===== src/rtl/player_bullet_ctrl_if.sv =====
// Collision link between the player bullet and the alien group: the bullet's
// bounding box goes out, the alien group's hit indication comes back.
interface player_bullet_ctrl_if;
  logic               alien_hit;
  logic               bullet_active;
  logic signed [11:0] bullet_left;
  logic signed [11:0] bullet_right;
  logic signed [11:0] bullet_top;
  logic signed [11:0] bullet_bottom;

  modport master (
    input  alien_hit,
    output bullet_active, bullet_left, bullet_right, bullet_top, bullet_bottom
  );

  modport slave (
    output alien_hit,
    input  bullet_active, bullet_left, bullet_right, bullet_top, bullet_bottom
  );
endinterface


===== src/rtl/player_bullet_ctrl.sv =====
// Player shot generator: launches one bullet from the ship on a fire press,
// moves it up once per frame, retires it on a hit or at the screen top, then cools down.
module player_bullet_ctrl #(
  parameter int BULLET_W        = 2,
  parameter int BULLET_H        = 8,
  parameter int BULLET_SPEED    = 6,
  parameter int COOLDOWN_FRAMES = 4,
  parameter int SHIP_W          = 32
) (
  input  logic                 pixel_clk,
  input  logic                 rst,
  input  logic                 fsync,
  input  logic signed [11:0]   hpos,
  input  logic signed [11:0]   vpos,
  input  logic                 fire_btn,
  input  logic signed [11:0]   ship_x,
  input  logic signed [11:0]   ship_top,
  player_bullet_ctrl_if.master coll,
  output logic [7:0]           pixel [0:2],
  output logic                 active,
  output logic [7:0]           shots_fired,
  output logic [7:0]           hits_scored
);

  localparam int CNT_W = $clog2(COOLDOWN_FRAMES + 1);

  typedef enum logic [1:0] {IDLE, FLIGHT, COOLDOWN} state_t;

  state_t             state, state_d;
  logic               btn_s1, btn_s2, btn_s3;
  logic               btn_rise;
  logic               fire_pending;
  logic [CNT_W-1:0]   cd_cnt;
  logic signed [11:0] left_q, right_q, top_q, bottom_q;
  logic signed [11:0] spawn_left, spawn_top_v, moved_top;
  logic [7:0]         shots_q, hits_q;
  logic               launch, hit, retire, move, cd_tick;
  logic               in_box;

  // Spawn height is clamped so a ship hugging the top never spawns off-screen.
  function automatic logic signed [11:0] clamp_spawn_top(input logic signed [11:0] top_v);
    logic signed [12:0] t;
    t = {top_v[11], top_v} - 13'(BULLET_H);
    return (t < 13'sd0) ? 12'sd0 : t[11:0];
  endfunction

  // Done in 13 bits so a small top value cannot wrap to a large positive one.
  function automatic logic top_exits(input logic signed [11:0] top_v);
    logic signed [12:0] t;
    t = {top_v[11], top_v} - 13'(BULLET_SPEED);
    return t < 13'sd0;
  endfunction

  function automatic logic [7:0] sat_inc(input logic [7:0] v);
    return (v == 8'hFF) ? v : v + 8'd1;
  endfunction

  assign btn_rise    = btn_s2 & ~btn_s3;
  assign spawn_left  = ship_x + 12'(SHIP_W / 2 - BULLET_W / 2);
  assign spawn_top_v = clamp_spawn_top(ship_top);
  assign moved_top   = top_q - 12'(BULLET_SPEED);

  always_ff @(posedge pixel_clk) begin
    if (rst) state <= IDLE;
    else     state <= state_d;
  end

  always_comb begin
    state_d = state;
    launch  = 1'b0;
    hit     = 1'b0;
    retire  = 1'b0;
    move    = 1'b0;
    cd_tick = 1'b0;
    unique case (state)
      IDLE: begin
        if (fsync && fire_pending) begin
          launch  = 1'b1;
          state_d = FLIGHT;
        end
      end
      FLIGHT: begin
        // A hit wins over a same-cycle frame tick, so the box freezes where it was hit.
        if (coll.alien_hit) begin
          hit     = 1'b1;
          state_d = COOLDOWN;
        end else if (fsync) begin
          if (top_exits(top_q)) begin
            retire  = 1'b1;
            state_d = COOLDOWN;
          end else begin
            move = 1'b1;
          end
        end
      end
      COOLDOWN: begin
        if (fsync) begin
          cd_tick = 1'b1;
          if (cd_cnt == CNT_W'(1)) state_d = IDLE;
        end
      end
      default: state_d = IDLE;
    endcase
  end

  always_ff @(posedge pixel_clk) begin
    if (rst) begin
      btn_s1       <= 1'b0;
      btn_s2       <= 1'b0;
      btn_s3       <= 1'b0;
      fire_pending <= 1'b0;
      cd_cnt       <= '0;
      shots_q      <= 8'd0;
      hits_q       <= 8'd0;
      left_q       <= 12'sd0;
      right_q      <= 12'sd0;
      top_q        <= 12'sd0;
      bottom_q     <= 12'sd0;
    end else begin
      btn_s1 <= fire_btn;
      btn_s2 <= btn_s1;
      btn_s3 <= btn_s2;
      // Presses outside IDLE are discarded rather than queued.
      if (launch)                         fire_pending <= 1'b0;
      else if (state == IDLE && btn_rise) fire_pending <= 1'b1;
      if (hit || retire) cd_cnt <= CNT_W'(COOLDOWN_FRAMES);
      else if (cd_tick)  cd_cnt <= cd_cnt - 1'b1;
      if (launch) begin
        left_q   <= spawn_left;
        right_q  <= spawn_left + 12'(BULLET_W);
        top_q    <= spawn_top_v;
        bottom_q <= spawn_top_v + 12'(BULLET_H);
        shots_q  <= shots_q + 8'd1;
      end else if (move) begin
        top_q    <= moved_top;
        bottom_q <= moved_top + 12'(BULLET_H);
      end
      if (hit) hits_q <= sat_inc(hits_q);
    end
  end

  assign coll.bullet_active = (state == FLIGHT);
  assign coll.bullet_left   = left_q;
  assign coll.bullet_right  = right_q;
  assign coll.bullet_top    = top_q;
  assign coll.bullet_bottom = bottom_q;
  assign shots_fired        = shots_q;
  assign hits_scored        = hits_q;

  assign in_box = (hpos >= left_q) && (hpos < right_q) &&
                  (vpos >= top_q)  && (vpos < bottom_q);
  assign active   = (state == FLIGHT) && in_box;
  assign pixel[0] = 8'h00;
  assign pixel[1] = active ? 8'hFF : 8'h00;
  assign pixel[2] = active ? 8'hFF : 8'h00;

endmodule


===== src/flat_wrapper.sv =====
// flat-port wrapper written by rule: the top's interface ports become plain ports
module player_bullet_ctrl_flat 
#(
  parameter int BULLET_W        = 2,
  parameter int BULLET_H        = 8,
  parameter int BULLET_SPEED    = 6,
  parameter int COOLDOWN_FRAMES = 4,
  parameter int SHIP_W          = 32
)
  (pixel_clk, rst, fsync, hpos, vpos, fire_btn, ship_x, ship_top, pixel, active, shots_fired, hits_scored, coll_alien_hit, coll_bullet_active, coll_bullet_left, coll_bullet_right, coll_bullet_top, coll_bullet_bottom);
  player_bullet_ctrl_if coll_i ();
  input  logic pixel_clk;
  input  logic rst;
  input  logic fsync;
  input  logic signed [11:0] hpos;
  input  logic signed [11:0] vpos;
  input  logic fire_btn;
  input  logic signed [11:0] ship_x;
  input  logic signed [11:0] ship_top;
  output logic [7:0] pixel[0:2];
  output logic active;
  output logic [7:0] shots_fired;
  output logic [7:0] hits_scored;
  input wire logic [$bits(coll_i.alien_hit)-1:0] coll_alien_hit;
  output wire logic [$bits(coll_i.bullet_active)-1:0] coll_bullet_active;
  output wire logic [$bits(coll_i.bullet_left)-1:0] coll_bullet_left;
  output wire logic [$bits(coll_i.bullet_right)-1:0] coll_bullet_right;
  output wire logic [$bits(coll_i.bullet_top)-1:0] coll_bullet_top;
  output wire logic [$bits(coll_i.bullet_bottom)-1:0] coll_bullet_bottom;
  assign coll_i.alien_hit = coll_alien_hit;
  assign coll_bullet_active = coll_i.bullet_active;
  assign coll_bullet_left = coll_i.bullet_left;
  assign coll_bullet_right = coll_i.bullet_right;
  assign coll_bullet_top = coll_i.bullet_top;
  assign coll_bullet_bottom = coll_i.bullet_bottom;
  player_bullet_ctrl #(.BULLET_W(BULLET_W), .BULLET_H(BULLET_H), .BULLET_SPEED(BULLET_SPEED), .COOLDOWN_FRAMES(COOLDOWN_FRAMES), .SHIP_W(SHIP_W)) u_core (.pixel_clk(pixel_clk), .rst(rst), .fsync(fsync), .hpos(hpos), .vpos(vpos), .fire_btn(fire_btn), .ship_x(ship_x), .ship_top(ship_top), .coll(coll_i), .pixel(pixel), .active(active), .shots_fired(shots_fired), .hits_scored(hits_scored));
endmodule

===== config.mk =====
export PLATFORM = sky130hd
export DESIGN_NAME = player_bullet_ctrl_flat
export DESIGN_NICKNAME = d
export VERILOG_FILES = /design/src/rtl/player_bullet_ctrl_if.sv /design/src/rtl/player_bullet_ctrl.sv /design/src/flat_wrapper.sv
export SDC_FILE = /design/constraint.sdc
export NUM_CORES = 1
export LEC_CHECK = 0
export CAP_MARGIN = 5
export CORE_AREA = 5 5 100 125
export DETAILED_ROUTE_END_ITERATION = 10
export DIE_AREA = 0 0 105 130
export PLACE_DENSITY = 0.77
export SYNTH_ARGS = -nofsm -noshare
export SYNTH_HDL_FRONTEND = slang
export SYNTH_SLANG_ARGS = --single-unit
export TNS_END_PERCENT = 1

===== constraint.sdc =====
create_clock -name pixel_clk -period 4.6 [get_ports pixel_clk]
set_input_delay 0.92 -clock pixel_clk [delete_from_list [all_inputs] [get_ports pixel_clk]]
set_output_delay 0.92 -clock pixel_clk [all_outputs]
set_load 0.03 [all_outputs]

==> impl_metrics.json <==
{
  "total_power_uw": 1930,
  "startpoint_type": "input port",
  "routed_wl_mm": 13.7,
  "coreArea_sq_um": 11100,
  "dp_hpwl_mm": 10.6,
  "min_to": "u_core.btn_s2",
  "critPathArrivalTime_ns": 3.56,
  "ys_types": 68,
  "p_sw_uw": 519,
  "synth.top_cell.area_share_pct": 28.6,
  "min_from": "u_core.btn_s1",
  "cts.path.max_buffers": 2,
  "overflow": 0,
  "post-route-period-util_pct": 97.4,
  "synth_area_leader_cell": "dfxtp_1",
  "grt.total_usage_pct": 19.4,
  "grt_max_degree": 45,
  "hold_violations": 0,
  "via_count": 4679,
  "path_clk_slew_ns": 0.05,
  "ys_warn_count": 0,
  "gp_congestion": 0.897,
  "power.leakage_uw": 0.00243,
  "fillers": 953,
  "reg2reg_setup_slack_ns": 1.84,
  "synth_top_cells_by_area": "dfxtp_1 (29%), ha_1 (13%), nor2_1 (4.9%), xnor2_1 (4.8%), buf_4 (4.6%)",
  "synth_ff_type": "dfxtp_1",
  "grt_pass1_vias": 4585,
  "vias_per_cell": 5.52,
  "cts_root_buf": "clkbuf_16",
  "hold_path_class": "reg2reg",
  "synthArstFlopShare_pct": 0,
  "crit_family": "compound AO/OA/AOI/OAI gates",
  "finalSetupViolations": 0,
  "power_frac_clock_pct": 44.7,
  "ys_seq_elements": 70,
  "period_minus_slack_ns": 4.48,
  "switching_share_pct": 26.8,
  "vdd_drop_max_v": 0.000144,
  "synth.most_common_cell": "dfxtp_1",
  "reg2reg_to": "u_core.coll.bullet_bottom[3]",
  "cts_num_sinks": 70,
  "area_growth_pct": 35.4,
  "drv_cap": 0,
  "grt_first_pass_wirelength_mm": 21.8,
  "power.share.sequential_pct": 33.3,
  "cp_max_fo": 8,
  "hold_buffers": 0,
  "final_max_slew_viol_count": 0,
  "ff2ff_path_depth": 8,
  "path_cells": "clkdlybuf4s50_1 -> ha_1 -> a21oi_1 -> nor2_1 -> a2111oi_0 -> a21oi_4 -> o21ai_2 -> a2111oi_2 -> and4b_2 -> clkbuf_16 -> buf_8",
  "antenna_found_initial": 0,
  "r2r-start": "u_core.coll.bullet_top[3]",
  "cts_tree": "done",
  "syn-cell-area_sq_um": 4900,
  "required_ns": 3.68,
  "p_int_uw": 1410,
  "fin_skew_ns": 0.00773,
  "die_h_microns": 130,
  "status": "complete, no violations",
  "synth_edf_count": 0,
  "numCtsBuffers": 9,
  "cts_max_level": 3,
  "port_buffers": 134,
  "critPathBufInv": 3,
  "drive_above_1_share_pct": 9.97,
  "fmax_ghz": 0.223,
  "std_cell_rows": 43,
  "max_stage_delay_ns": 0.66,
  "tightestPinTransition_ns": 0.846,
  "wl_per_cell_microns": 16.2,
  "yosys-top-cells-count": "dfxtp_1 (70), nor2_1 (64), inv_1 (56)",
  "crit_slowest_cell": "a2111oi_0",
  "criticalPathCategory": "in2out",
  "powerDensity_nw_per_um2": 292,
  "syn_inst": 597,
  "dr.pass1.iters": 4,
  "crit_path_end_kind": "primary output",
  "tns_ns": 0,
  "clk_latency_ns": 0.33,
  "combPwrFrac_pct": 21.9,
  "die_w_microns": 105,
  "avgSynthCellArea_sq_um": 8.21,
  "final_nets": 812,
  "seq_area_frac_synth_pct": 28.6,
  "hold_path_depth": 1,
  "ios": 143,
  "diodes": 0,
  "relSlewSlack_pct": 43.6,
  "initial_core_util_pct": 44.2,
  "ant_nets": 0,
  "dieArea_sq_um": 13700,
  "drt_iter0_drc": 137,
  "drc": 0
}
## worst max-delay path by stage
stage          startpoint        end  slack (ns)  cells past startpoint
2_1_floorplan     hpos[0]   pixel[0]        0.42                     10
3_3_place_gp      hpos[0]  pixel[13]        0.04                     12
3_5_place_dp      hpos[0]   pixel[7]        0.01                     12
4_1_cts           hpos[0]   pixel[7]        0.01                     12
5_1_grt           hpos[4]   pixel[6]       -0.05                     11
6_report          hpos[4]   pixel[6]        0.12                     11
## layer usage
metal | global-route usage [%] | up-vias | routed length, microns
met5 | 0 | - | 0
met4 | 9.71 | 0 | 534
met3 | 5.79 | 43 | 1050
met2 | 34.2 | 192 | 6780
met1 | 21.1 | 2159 | 5370
li1 | - | 2285 | -
## cell families (layout without fill, tap and decap cells)
kind of cell | count (synthesis) | after routing | share of synthesized area, %
simple gates | 198 | 198 | 20.7
compound gates | 125 | 125 | 18.3
buf+inv | 106 | 214 | 11.0
flops | 70 | 70 | 28.6
fa+ha+maj | 52 | 52 | 13.3
xor+xnor | 44 | 44 | 7.86
other cells | 1 | 8 | 0.0765
mux | 1 | 1 | 0.204
## worst register-to-register path: cells and delay by family, from the launching register on
kind / cells / cell delay (ns)
AOI/OAI and AO/OA: 4 / 1.16
buffers and inverters: 1 / 0.31
DFF: 1 / 0.39
and+or+nand+nor: 3 / 0.77
## power groups by stage
stage                     clock [uW]  sequential (uW)  combinational, uW
after floorplan                    0              683                244
after global placement             0              656                397
after detailed placement           0              657                410
after CTS                        876              644                414
after global routing             907              647                462
final                            865              645                424
## flip-flops by register name, indices dropped and copies added (netlist names), 2 cells and up
name,flops
u_core.coll.bullet_right,12
u_core.coll.bullet_top,10
u_core.state,2
u_core.coll.bullet_left,11
u_core.coll.bullet_bottom,12
u_core.hits_scored,8
u_core.shots_fired,8
u_core.cd_cnt,3
## through the flow
| stage | hold slack [ns] | utilization (%) | setup slack [ns] | std cells | cell area [sq um] |
|---|---|---|---|---|---|
| 2_1_floorplan | 0.414 | - | 0.419 | 604 | 4930 |
| 3_3_place_gp | 0.428 | 55.3 | 0.0445 | 830 | 6130 |
| 3_5_place_dp | 0.457 | 55.3 | 0.0110 | 830 | 6130 |
| 4_1_cts | 0.464 | 58.6 | 0.0117 | 846 | 6500 |
| 5_1_grt | 0.475 | 59.9 | -0.0461 | 847 | 6630 |
| 6_report | 0.465 | 59.9 | 0.118 | 847 | 6630 |
## repair_timing
item,CTS,global route
buffers inserted,0,0
gates resized for setup,0,28
setup endpoints to repair,0,17
## layout make-up
class	count	area, sq um	area share (%)
timing repair buffer	142	1450	21.8
inverter	56	210	3.17
multi-input combinational	428	3040	45.8
tap	135	169	2.55
clock buffer	11	243	3.66
clock inverter	5	129	1.94
sequential	70	1400	21.1
## cells in the final DEF (no fill, tap or decap), drive strengths merged, types with 12 or more instances in the layout
master / n
buf: 25
a21oi: 33
nand3: 20
clkbuf: 12
o21ai: 18
dfxtp: 70
ha: 52
clkdlybuf4s50: 115
nand2: 42
xor2: 17
xnor2: 27
nor3: 14
nor2: 64
inv: 57
a211oi: 28
Note: power is estimated with default switching activity, not from simulation.
